==> config.mk <==
export PLATFORM = sky130hd
export DESIGN_NAME = qpd_requester
export DESIGN_NICKNAME = d
export VERILOG_FILES = /design/src/rtl/qpd_requester_pkg.sv /design/src/rtl/qpd_requester_sync_edge.sv /design/src/rtl/qpd_requester.sv
export SDC_FILE = /design/constraint.sdc
export NUM_CORES = 1
export LEC_CHECK = 0
export CAP_MARGIN = 5
export CORE_MARGIN = 5
export CORE_UTILIZATION = 60
export DETAILED_ROUTE_END_ITERATION = 8
export GPL_ROUTABILITY_DRIVEN = 0
export GPL_TIMING_DRIVEN = 0
export PLACE_DENSITY = 0.89
export SETUP_SLACK_MARGIN = 0.1
export SLEW_MARGIN = 20
export SYNTH_ARGS = -nofsm -noshare
export SYNTH_HDL_FRONTEND = slang
export SYNTH_SLANG_ARGS = --single-unit
==> constraint.sdc <==
create_clock -name sclock -period 2.83 [get_ports sclock]
set_input_delay 0.566 -clock sclock [delete_from_list [all_inputs] [get_ports sclock]]
set_output_delay 0.566 -clock sclock [all_outputs]
set_load 0.005 [all_outputs]
==> src/rtl/qpd_requester_pkg.sv <==
// Shared types and constants for the quarter-period-delay requester.
package qpd_requester_pkg;

    typedef enum logic [1:0] {
        ARM       = 2'd0,
        MEASURE   = 2'd1,
        REQUEST   = 2'd2,
        WAIT_TRIG = 2'd3
    } state_e;

    localparam int unsigned Q_W        = 8;
    localparam int unsigned Q_MAX      = (1 << Q_W) - 1;
    localparam int unsigned MIN_PERIOD = 4;

endpackage

==> src/rtl/qpd_requester_sync_edge.sv <==
// Two-flop synchronizer followed by a registered rising-edge detector.
// An input rise becomes a one-cycle pulse three clock edges after it is first sampled.
module sync_edge (
    input  logic sclock,
    input  logic rst,
    input  logic d,
    output logic rise
);

    logic meta;
    logic sync;
    logic sync_prev;

    always_ff @(posedge sclock) begin
        if (rst) begin
            meta      <= 1'b0;
            sync      <= 1'b0;
            sync_prev <= 1'b0;
            rise      <= 1'b0;
        end else begin
            meta      <= d;
            sync      <= meta;
            sync_prev <= sync;
            rise      <= sync & ~sync_prev;
        end
    end

endmodule

==> src/rtl/qpd_requester.sv <==
// Measures the period of ref_in, derives a quarter-period count and requests a
// delayed trigger from the delay block whenever that count changes.
module qpd_requester
    import qpd_requester_pkg::*;
#(
    parameter int unsigned PERIOD_BITS    = 10,
    parameter int unsigned TIMEOUT_CYCLES = 1024
) (
    input  logic           sclock,
    input  logic           rst,
    input  logic           enable,
    input  logic           ref_in,
    input  logic           trigger,
    output logic           rt,
    output logic [Q_W-1:0] count_quater_period,
    output logic           busy,
    output logic           done,
    output logic           err_short,
    output logic           err_long,
    output logic           err_timeout
);

    localparam int unsigned            TW           = $clog2(TIMEOUT_CYCLES + 1);
    localparam logic [PERIOD_BITS-1:0] PERIOD_MAX   = '1;
    localparam logic [TW-1:0]          TIMEOUT_LAST = TW'(TIMEOUT_CYCLES - 1);

    state_e                 state;
    logic                   ref_rise;
    logic                   trig_rise;
    logic [PERIOD_BITS-1:0] period_cnt;
    logic [TW-1:0]          wait_cnt;
    logic [Q_W-1:0]         last_q;
    logic [PERIOD_BITS-1:0] quarter_full_c;
    logic [Q_W-1:0]         quarter_c;
    logic                   too_short_c;

    sync_edge u_ref_sync (
        .sclock (sclock),
        .rst    (rst),
        .d      (ref_in),
        .rise   (ref_rise)
    );

    sync_edge u_trig_sync (
        .sclock (sclock),
        .rst    (rst),
        .d      (trigger),
        .rise   (trig_rise)
    );

    // Quarter of the running period count, clamped to the output width.
    always_comb begin
        quarter_full_c = period_cnt >> 2;
        quarter_c      = Q_W'(quarter_full_c);
        if (32'(quarter_full_c) > Q_MAX) begin
            quarter_c = '1;
        end
        too_short_c = 32'(period_cnt) < MIN_PERIOD;
    end

    always_ff @(posedge sclock) begin
        if (rst) begin
            state               <= ARM;
            rt                  <= 1'b0;
            done                <= 1'b0;
            busy                <= 1'b0;
            count_quater_period <= '0;
            last_q              <= '0;
            err_short           <= 1'b0;
            err_long            <= 1'b0;
            err_timeout         <= 1'b0;
            period_cnt          <= '0;
            wait_cnt            <= '0;
        end else begin
            rt   <= 1'b0;
            done <= 1'b0;
            if (!enable) begin
                state <= ARM;
                busy  <= 1'b0;
            end else begin
                case (state)
                    ARM: begin
                        if (ref_rise) begin
                            state      <= MEASURE;
                            busy       <= 1'b1;
                            period_cnt <= PERIOD_BITS'(1);
                        end
                    end
                    MEASURE: begin
                        // A closing edge on the saturation cycle still yields a valid period.
                        if (ref_rise) begin
                            state <= ARM;
                            busy  <= 1'b0;
                            if (too_short_c) begin
                                err_short <= 1'b1;
                            end else if (quarter_c != last_q) begin
                                count_quater_period <= quarter_c;
                                state               <= REQUEST;
                                busy                <= 1'b1;
                            end
                        end else if (period_cnt == PERIOD_MAX) begin
                            err_long <= 1'b1;
                            state    <= ARM;
                            busy     <= 1'b0;
                        end else begin
                            period_cnt <= period_cnt + PERIOD_BITS'(1);
                        end
                    end
                    REQUEST: begin
                        rt       <= 1'b1;
                        last_q   <= count_quater_period;
                        wait_cnt <= '0;
                        state    <= WAIT_TRIG;
                    end
                    WAIT_TRIG: begin
                        // Trigger takes priority over a timeout expiring in the same cycle.
                        if (trig_rise) begin
                            done  <= 1'b1;
                            state <= ARM;
                            busy  <= 1'b0;
                        end else if (wait_cnt == TIMEOUT_LAST) begin
                            err_timeout <= 1'b1;
                            state       <= ARM;
                            busy        <= 1'b0;
                        end else begin
                            wait_cnt <= wait_cnt + TW'(1);
                        end
                    end
                    default: begin
                        state <= ARM;
                        busy  <= 1'b0;
                    end
                endcase
            end
        end
    end

endmodule

==> results of run 1 <==
[logic make-up after synthesis]
group | count (synthesis) | synth area share (%)
and+or+nand+nor | 105 | 23.95
DFF | 53 | 45.03
AOI/OAI and AO/OA | 46 | 14.92
xor gates and xnor gates | 20 | 7.435
buffers and inverters | 16 | 3.770
muxes | 9 | 3.824
adders and majority gates | 2 | 1.062
[final cells by class]
type	count	area share (%)
clock buffer	7	3.218
sequential	53	39.55
timing repair buffer	18	6.716
inverter	3	0.4198
multi-input combinational	182	44.96
buffer	13	2.892
tap	48	2.239
[registers in the layout, summed over array words and instances (netlist names), 8 cells and up, named ones only]
name,flops
wait_cnt,11
count_quater_period,8
period_cnt,10
last_q,8
[through the flow]
step	instances	worst slack, ps	hold slack [ps]	power, mW
floorplan	251	1132	367.4	0.7922
global placement	317	411.3	370.9	0.8067
detailed placement	317	416.9	375.6	0.8071
CTS	324	735.9	387.8	1.222
global route	324	579.5	394.9	1.257
finish	324	703.0	383.5	1.206
[synthesized netlist by cell type, types with 4 or more instances]
cell type | instances | area (um2)
dfxtp_1 | 53 | 1061
nor2_1 | 30 | 112.6
xor2_1 | 20 | 175.2
nor2b_1 | 14 | 87.58
nand2_1 | 12 | 45.04
a21oi_1 | 9 | 45.04
a22o_1 | 9 | 78.83
mux2i_1 | 9 | 90.09
nand3_1 | 9 | 45.04
nor3_1 | 7 | 35.03
and2_1 | 6 | 37.54
buf_2 | 5 | 25.02
clkbuf_1 | 5 | 18.77
nand4_1 | 5 | 31.28
o21ai_1 | 5 | 25.02
nor4_1 | 4 | 25.02
o211ai_1 | 4 | 30.03
[worst max-delay path, cell delays in order]
cell and delay, ps:
clkdlybuf4s50_1 640, and2_1 170, clkbuf_1 250, o21ai_1 200, or4_1 490, nand2_1 70
[how the worst min path moves through the flow]
stage | end | start | cells after the start | slack (ps)
floorplan | u_ref_sync.rise | u_ref_sync.sync_prev | 1 | 370
global placement | u_trig_sync.rise | u_trig_sync.sync_prev | 1 | 370
detailed placement | u_ref_sync.rise | u_ref_sync.sync_prev | 1 | 380
CTS | u_ref_sync.rise | u_ref_sync.sync_prev | 1 | 390
global route | u_ref_sync.rise | u_ref_sync.sync_prev | 1 | 390
finish | u_ref_sync.rise | u_ref_sync.sync_prev | 1 | 380
[layer usage]
metal / GRT usage (%) / vias up / wire, um
met5: 0 / - / 0
met2: 27.25 / 41 / 2084
met4: 10.25 / 0 / 83
met1: 25.79 / 888 / 2221
met3: 3.719 / 7 / 236
li1: - / 949 / -
[report_power, final]
part           switching [mW]  internal [mW]  total (mW)
registers             0.00279          0.750       0.753
logic                  0.0227         0.0144      0.0371
clock network           0.222          0.194       0.416
==> metrics.csv, run 1 <==
stage,metric,value,unit
worst_setup_path,critical path arrival,2380,ps
finish,"commonest non-fill, non-tap cell in the layout",dfxtp_1,
finish,layout cells sized above 1,7.246,%
global_routing,gr ovfl total,0,
routing,DR WL/cell,14.28,um
timing,f_max,470.1,MHz
die,Placement Rows,22,
clock_network,Num CTS Buffers,5,
worst_setup_path,R2R Path End,wait_cnt[9],
yosys,Synth Area per Inst,9.386,um2
die,Die Wd,72.67,um
clock_network,Worst-path clk slew,80,ps
yosys,YS warnings,0,
finish,area of the multi-input gates,1206,um2
timing,clock skew,5.650,ps
finish,fill count,305,
routing,Vias per Instance,5.818,
worst_setup_path,Worst Setup End Kind,flop,
clock_network,CTS tree,built,
power_and_ir_drop,power per cell area,449.4,nW/um2
yosys,Synth Instances,251,
timing,Worst Tran Pin Value,589.2,ps
timing,pins over their slew limit,0,
hold_path,worst hold path type,flop to flop,
worst_setup_path,reg2reg path depth,6,
finish,Finished Cell Area,2683,um2
worst_setup_path,CP Max Fanout,8,
finish,Area Growth Syn to Fin,13.86,%
clock_network,clk root buf,clkbuf_8,
timing,Sum Neg Setup Slack,0,ps
worst_setup_path,Worst Setup Path Type,primary input to flop,
die,die footprint,5280,um2
job,max cap viols,0,
die,die height,72.67,um
die,IO Count,19,
clock_network,Post CTS Setup Buffer Count,0,
worst_setup_path,WP data required,3080,ps
worst_setup_path,crit path from,enable,
power_and_ir_drop,worst vdd ir,290.6,uV
routing,DR iter-0 viols,96,
yosys,"Seq/Total Area, Yosys",45.03,%
yosys,Syn Nets,258,
worst_setup_path,crit start category,primary input,
clock_network,clock tree sinks,53,
placement,DP Area,2596,um2
finish,Layout Nets,283,
timing,final setup fails,0,
timing,RSZ-0062 raised after global routing,false,
yosys,number of synthesized flops with an enable pin,0,
finish,register area,1061,um2
placement,DP Wirelength,3.304,mm
yosys,ys flop type,dfxtp_1,
clock_network,cts hold-fix bufs,0,
timing,min Tclk post-route,2127,ps
die,Core ar.,3744,um2
finish,most frequent cells in the layout,"53 x dfxtp_1, 30 x nor2_1, 20 x xor2_1",
finish,ANT cells,0,
global_routing,vias in the first global route,1708,
yosys,Mapped Area,2356,um2
routing,Via Count,1885,
routing,drt first pass iters,4,
global_routing,global-route wire length before repair,7.769,mm
timing,relative slew slack,60.50,%
timing,period utilisation layout,75.16,%
yosys,Cell variety after synth,46,
power_and_ir_drop,Leak,1.092,nW
placement,port bufs,18,
global_routing,initial antenna violation count,0,
status,status,"finished, final reports clean",
clock_network,CTS max path bufs,2,
timing,endpoints failing hold,0,
global_routing,Total GRT Usage,18.70,%
worst_setup_path,crit path to,wait_cnt[9],
finish,Final Core Density,71.66,%
global_routing,pin count of the biggest net entering global routing,15,
routing,Final ANT Viol Nets,0,
routing,Detailed Route WL,4.626,mm
clock_network,# resized after CTS,0,
die,Starting Density,62.93,%
clock_network,Skew-Pair Late Insertion Delay,310,ps
worst_setup_path,Crit Reg-Reg Startpoint,wait_cnt[0],
yosys,Post-synth ARST share,0,%
routing,Residual DRC,0,
clock_network,H-tree depth,2,
worst_setup_path,Reg2Reg Setup Slack,950,ps
yosys,register bit total from synthesis,53,
No activity file was read; power rests on OpenSTA's default activity.
==> run 2: changes to the inputs <==
--- a/config.mk
+++ b/config.mk
@@ -7,11 +7,11 @@
 export LEC_CHECK = 0
 export CAP_MARGIN = 5
 export CORE_MARGIN = 5
-export CORE_UTILIZATION = 60
+export CORE_UTILIZATION = 51
 export DETAILED_ROUTE_END_ITERATION = 8
 export GPL_ROUTABILITY_DRIVEN = 0
 export GPL_TIMING_DRIVEN = 0
-export PLACE_DENSITY = 0.89
+export PLACE_DENSITY = 0.81
 export SETUP_SLACK_MARGIN = 0.1
 export SLEW_MARGIN = 20
 export SYNTH_ARGS = -nofsm -noshare
==> constraint.sdc (replaced) <==
create_clock -name sclock -period 1.7 [get_ports sclock]
set_input_delay 0.34 -clock sclock [delete_from_list [all_inputs] [get_ports sclock]]
set_output_delay 0.34 -clock sclock [all_outputs]
set_load 0.005 [all_outputs]
==> run 2 against run 1 <==
Net effect:
- the flow now finishes with violations (negative setup slack)
- clock power rose by 140%
- via count grew 12%
- global-route usage shrank 0.46 points
- register-to-register slack got worse by 1100 ps
- count of clock-buffer cells in the layout is 2 lower
- routed wire length is 33% higher
- power rose by 93%
- non-clock buffer count is 22 higher
- critical path type is now flop to flop
- sequential power up 66%
- cell area rose by 17%
- die area rose by 15%
- core utilization fell by 0.54 points
==> metrics.csv, run 2 (same netlist as run 1, synthesis figures left out) <==
stage,metric,value,unit
timing,RSZ-0062 raised after global routing,true,
global_routing,global-route wire length before repair,9.080,mm
worst_setup_path,max incr delay on CP,570,ps
global_routing,gr ovfl total,0,
timing,clock skew,7.341,ps
die,IO Count,19,
finish,Final Core Density,71.12,%
die,Starting Density,53.37,%
finish,post-route insts no fill,351,
clock_network,CTS max path bufs,2,
clock_network,clk root buf,clkbuf_8,
job,max cap viols,0,
global_routing,initial antenna violation count,0,
global_routing,pin count of the biggest net entering global routing,17,
die,Die Wd,77.97,um
worst_setup_path,Worst Setup Path Type,flop to flop,
worst_setup_path,CP cell instances,"buf_6, or4_4, o21ai_4, a211o_1, buf_6, mux2i_1, nor2_1",
timing,Sum Neg Setup Slack,-1238,ps
clock_network,Worst-path clk slew,90,ps
finish,largest register by flop count,wait_cnt,
timing,Hold WS,387.7,ps
routing,Vias per Instance,6.034,
worst_setup_path,Worst Setup End Kind,flop,
timing,relative slew slack,68.36,%
worst_setup_path,CP Max Fanout,8,
worst_setup_path,crit start category,flop,
timing,f_max,534.5,MHz
die,Core ar.,4414,um2
timing,pins over their slew limit,0,
routing,drt first pass iters,6,
clock_network,CTS tree,built,
worst_setup_path,WP data required,1900,ps
power_and_ir_drop,Power Total,2.327,mW
global_routing,Total GRT Usage,18.24,%
placement,port bufs,18,
finish,Area Growth Syn to Fin,33.24,%
finish,ANT cells,0,
placement,DP Wirelength,3.462,mm
worst_setup_path,critical path's most frequent cell,buf_6,
routing,Final ANT Viol Nets,0,
finish,Top Registers,"wait_cnt x11, period_cnt x10",
routing,Detailed Route WL,6.144,mm
clock_network,Skew-Pair Late Insertion Delay,310,ps
finish,most frequent cells in the layout,"39 x dfxtp_1, 30 x nor2_1, 20 x buf_4, 20 x xor2_1, 17 x clkdlybuf4s50_1",
timing,final setup fails,9,
hold_path,worst hold path type,flop to flop,
finish,fill count,293,
timing,endpoints failing hold,0,
timing,Worst Tran Pin Value,474.6,ps
clock_network,Num CTS Buffers,5,
clock_network,clock tree sinks,53,
worst_setup_path,critical path arrival,2070,ps
power_and_ir_drop,worst vdd ir,538.8,uV
clock_network,H-tree depth,2,
routing,Residual DRC,0,
routing,Via Count,2118,
finish,Finished Cell Area,3139,um2
routing,DR iter-0 viols,199,
placement,Placed Instances,321,
finish,layout cells sized above 1,28.09,%
placement,"worst slack, placed",-522.2,ps
finish,"commonest non-fill, non-tap cell in the layout",dfxtp_1,
die,Placement Rows,24,
worst_setup_path,CP max-delay cell,or4_4,
timing,period utilisation layout,110.1,%
finish,Layout Nets,305,
status,status,"complete, but fails checks",
placement,DP Area,2611,um2
routing,DR WL/cell,17.50,um
worst_setup_path,CP top delay family,simple AND/OR/NAND/NOR gates,
timing,min Tclk post-route,1871,ps
power_and_ir_drop,Leak,1.263,nW
global_routing,vias in the first global route,1929,
finish,Largest register FFs,11,
worst_setup_path,WP buf/inv,2,
status,failing checks,negative setup slack,
timing,PnR worst setup slack,-171.1,ps
die,die footprint,6079,um2
power_and_ir_drop,power per cell area,741.4,nW/um2
die,die height,77.97,um
## run 2: cell count changes in the layout (fill, tap and decap cells not counted), sizes merged
| cell | change |
|---|---|
| buf | +24 |
| clkbuf | -4 |
| bufinv | +2 |
| clkdlybuf4s50 | -1 |
| clkinv | +1 |
| dlygate4sd2 | +1 |
## run 2: path summary, 6_finish.rpt
check             cells after the start             startpoint  slack, ps                     end
setup reg to reg                      7          period_cnt[3]       -170  count_quater_period[3]
hold / removal                        1  u_trig_sync.sync_prev        390        u_trig_sync.rise
setup / recovery                      7          period_cnt[3]       -170  count_quater_period[3]
hold reg to reg                       1  u_trig_sync.sync_prev        390        u_trig_sync.rise
## run 2: worst register-to-register path, cell delays in order, from the launching register on
cell,delay [ps]
dfxtp_2,330
buf_6,120
or4_4,570
o21ai_4,200
a211o_1,130
buf_6,150
mux2i_1,200
nor2_1,70
## run 2: what timing repair did
action / 4_1_cts / 5_1_grt
pin swaps: 7 / 22
hold buffers: 0 / 0
gates resized for setup: 24 / 42
endpoints found under the setup margin: 42 / 39
buffers inserted: 10 / 12
## run 2: where the power goes
part	internal, mW	switching (mW)	total [mW]
clock	0.585	0.410	0.995
sequential	1.25	0.00621	1.25
combinational	0.0341	0.0466	0.0808
## run 2: metal layers
layer / up-vias / share of wire, % / global-route usage [%]
met4: 0 / 3.2 / 7.770
met1: 1003 / 41 / 23.59
met5: - / 0 / 0
met3: 26 / 7.1 / 4.282
li1: 989 / - / -
met2: 100 / 49 / 29.05
## run 2: final cells by class
| type | instances | area [um2] | share of cell area, % |
|---|---|---|---|
| clock buffer | 5 | 68.82 | 2.192 |
| timing repair buffer | 40 | 371.6 | 11.84 |
| sequential | 53 | 1084 | 34.52 |
| inverter | 3 | 11.26 | 0.3587 |
| multi-input combinational | 182 | 1371 | 43.68 |
| clock inverter | 3 | 65.06 | 2.073 |
| tap | 52 | 65.06 | 2.073 |
| buffer | 13 | 102.6 | 3.268 |
==> run 3: changes to the inputs <==
--- a/config.mk
+++ b/config.mk
@@ -7,11 +7,11 @@
 export LEC_CHECK = 0
 export CAP_MARGIN = 5
 export CORE_MARGIN = 5
-export CORE_UTILIZATION = 51
+export CORE_UTILIZATION = 57
 export DETAILED_ROUTE_END_ITERATION = 8
 export GPL_ROUTABILITY_DRIVEN = 0
 export GPL_TIMING_DRIVEN = 0
-export PLACE_DENSITY = 0.81
+export PLACE_DENSITY = 0.85
 export SETUP_SLACK_MARGIN = 0.1
 export SLEW_MARGIN = 20
 export SYNTH_ARGS = -nofsm -noshare
==> constraint.sdc (replaced) <==
create_clock -name sclock -period 1.9 [get_ports sclock]
set_input_delay 0.38 -clock sclock [delete_from_list [all_inputs] [get_ports sclock]]
set_output_delay 0.38 -clock sclock [all_outputs]
set_load 0.005 [all_outputs]
==> run 3 against run 2 <==
Net effect:
- the flow now finishes without violations
- global-route usage rose by 0.77 points
- first-iteration DRC count fell by 49%
- flip-flop and latch count did not move
- die area fell by 9.2%
- count of clock-buffer cells in the layout rose by 2
- critical path depth did not move
- non-clock buffer count fell by 11
- clock skew rose by 4.8 ps
- critical path type unchanged
==> metrics.csv, run 3 (same netlist as run 1, synthesis figures left out) <==
stage,metric,value,unit
status,status,"finished, final reports clean",
worst_setup_path,max incr delay on CP,530,ps
hold_path,worst hold path type,flop to flop,
finish,Layout Nets,294,
timing,clock skew,12.10,ps
clock_network,H-tree depth,2,
die,die height,74.29,um
routing,Final ANT Viol Nets,0,
timing,f_max,557.2,MHz
clock_network,clk root buf,clkbuf_8,
timing,period utilisation layout,94.45,%
routing,DR iter-0 viols,102,
worst_setup_path,Worst Setup Path Type,flop to flop,
finish,"commonest non-fill, non-tap cell in the layout",dfxtp_1,
finish,ANT cells,0,
finish,Largest register FFs,11,
hold_path,Hold Path Cell Cnt,1,
clock_network,CTS max path bufs,2,
worst_setup_path,R2R Path End,count_quater_period[6],
global_routing,vias in the first global route,1774,
timing,PnR worst setup slack,105.4,ps
worst_setup_path,critical path's most frequent cell,buf_6,
worst_setup_path,Reg2Reg Setup Slack,110,ps
worst_setup_path,critical path arrival,1980,ps
hold_path,Hold Crit Start,u_trig_sync.sync_prev,
finish,post-route insts no fill,338,
clock_network,Skew-Pair Late Insertion Delay,310,ps
routing,Detailed Route WL,4.921,mm
die,IO Count,19,
placement,DP Wirelength,3.327,mm
global_routing,gr ovfl total,0,
placement,DP Area,2599,um2
worst_setup_path,CP max-delay cell,or4_4,
power_and_ir_drop,Leak,1.181,nW
clock_network,cts hold-fix bufs,0,
finish,largest register by flop count,wait_cnt,
worst_setup_path,reg2reg path depth,7,
global_routing,global-route wire length before repair,8.176,mm
clock_network,Worst-path clk slew,100,ps
job,max cap viols,0,
die,Starting Density,58.90,%
routing,Vias per Instance,5.686,
clock_network,Num CTS Buffers,5,
finish,fill count,309,
timing,pins over their slew limit,0,
power_and_ir_drop,Power Total,1.863,mW
finish,Top Registers,"wait_cnt x11, period_cnt x10",
finish,layout cells sized above 1,15.28,%
die,Core ar.,4000,um2
die,Die Wd,74.29,um
global_routing,Total GRT Usage,19.01,%
timing,final setup fails,0,
timing,endpoints failing hold,0,
worst_setup_path,Worst Setup End Kind,flop,
routing,drt first pass iters,4,
timing,RSZ-0062 raised after global routing,true,
clock_network,CTS tree,built,
placement,Placed Instances,319,
global_routing,initial antenna violation count,0,
die,die footprint,5519,um2
timing,relative slew slack,61.43,%
timing,min Tclk post-route,1795,ps
routing,Residual DRC,0,
worst_setup_path,CP cell instances,"buf_6, or4_4, o21ai_2, a211o_1, buf_6, mux2i_1, nor2_1",
worst_setup_path,CP Max Fanout,8,
finish,Area Growth Syn to Fin,19.92,%
worst_setup_path,crit start category,flop,
placement,"worst slack, placed",-345.3,ps
die,Placement Rows,23,
timing,Worst Tran Pin Value,575.4,ps
power_and_ir_drop,worst vdd ir,560.3,uV
power_and_ir_drop,power per cell area,659.5,nW/um2
finish,most frequent cells in the layout,"48 x dfxtp_1, 30 x nor2_1, 20 x xor2_1",
hold_path,worst hold endpoint,u_trig_sync.rise,
finish,Finished Cell Area,2825,um2
routing,Via Count,1922,
placement,port bufs,18,
clock_network,clock tree sinks,53,
worst_setup_path,Crit Reg-Reg Startpoint,period_cnt[6],
global_routing,pin count of the biggest net entering global routing,16,
routing,DR WL/cell,14.56,um
worst_setup_path,WP data required,2090,ps
[run 3: changes by cell type in the layout (fill, tap and decap cells not counted), moves of 3 or more]
cell	change
a21oi_4	-3
dfxtp_1	+9
buf_4	-9
dfxtp_2	-7
buf_6	-4
[run 3: where the power goes]
part | switching [mW] | internal (mW)
sequential | 0.00437 | 1.12
clock | 0.355 | 0.330
combinational | 0.0346 | 0.0228
total | 0.393 | 1.47
[run 3: worst max-delay path by stage]
stage	startpoint	to	slack, ps
2_1_floorplan	wait_cnt[0]	wait_cnt[9]	200
3_3_place_gp	enable	wait_cnt[9]	-330
3_5_place_dp	enable	wait_cnt[9]	-350
4_1_cts	period_cnt[3]	count_quater_period[6]	90
5_1_grt	period_cnt[6]	count_quater_period[6]	10
6_report	period_cnt[6]	count_quater_period[6]	110
[run 3: cell type report]
cell class,instances,area (um2),share of cell area (%)
Buffer,13,92.59,3.277
Clock buffer,7,96.34,3.410
Clock inverter,1,5.005,0.1771
Inverter,3,11.26,0.3986
Multi-Input combinational cell,182,1225,43.36
Sequential cell,53,1067,37.78
Tap cell,50,62.56,2.214
Timing Repair Buffer,29,265.3,9.389
[run 3: routing by layer]
| layer | vias up | GRT usage, % | part of all wire (%) |
|---|---|---|---|
| li1 | 977 | - | - |
| met1 | 904 | 25.90 | 48 |
| met2 | 33 | 29.82 | 47 |
| met3 | 8 | 4.595 | 3.2 |
| met4 | 0 | 6.126 | 1.5 |
| met5 | - | 0 | 0 |
[run 3: critical path, delay by kind of cell, from the launching register on]
family | cells | cell delay [ps]
AND/OR/NAND/NOR | 2 | 590
multiplexers | 1 | 190
buffers and inverters | 2 | 260
flip-flops | 1 | 330
AO/OA/AOI/OAI | 2 | 290
[run 3: timing repair]
item,4_1_cts,5_1_grt
gates resized for setup,7,12
pin swaps,4,3
endpoints found under the setup margin,12,36
buffers inserted,3,8
[run 3: through the flow]
step           util (%)  setup TNS (ps)  hold WS (ps)
3_5_place_dp      64.97           -4621         381.1
2_1_floorplan         -               0         367.4
5_1_grt           70.63               0         398.2
6_report          70.63               0         389.0
3_3_place_gp      64.97           -4180         370.3
4_1_cts           68.56               0         390.6
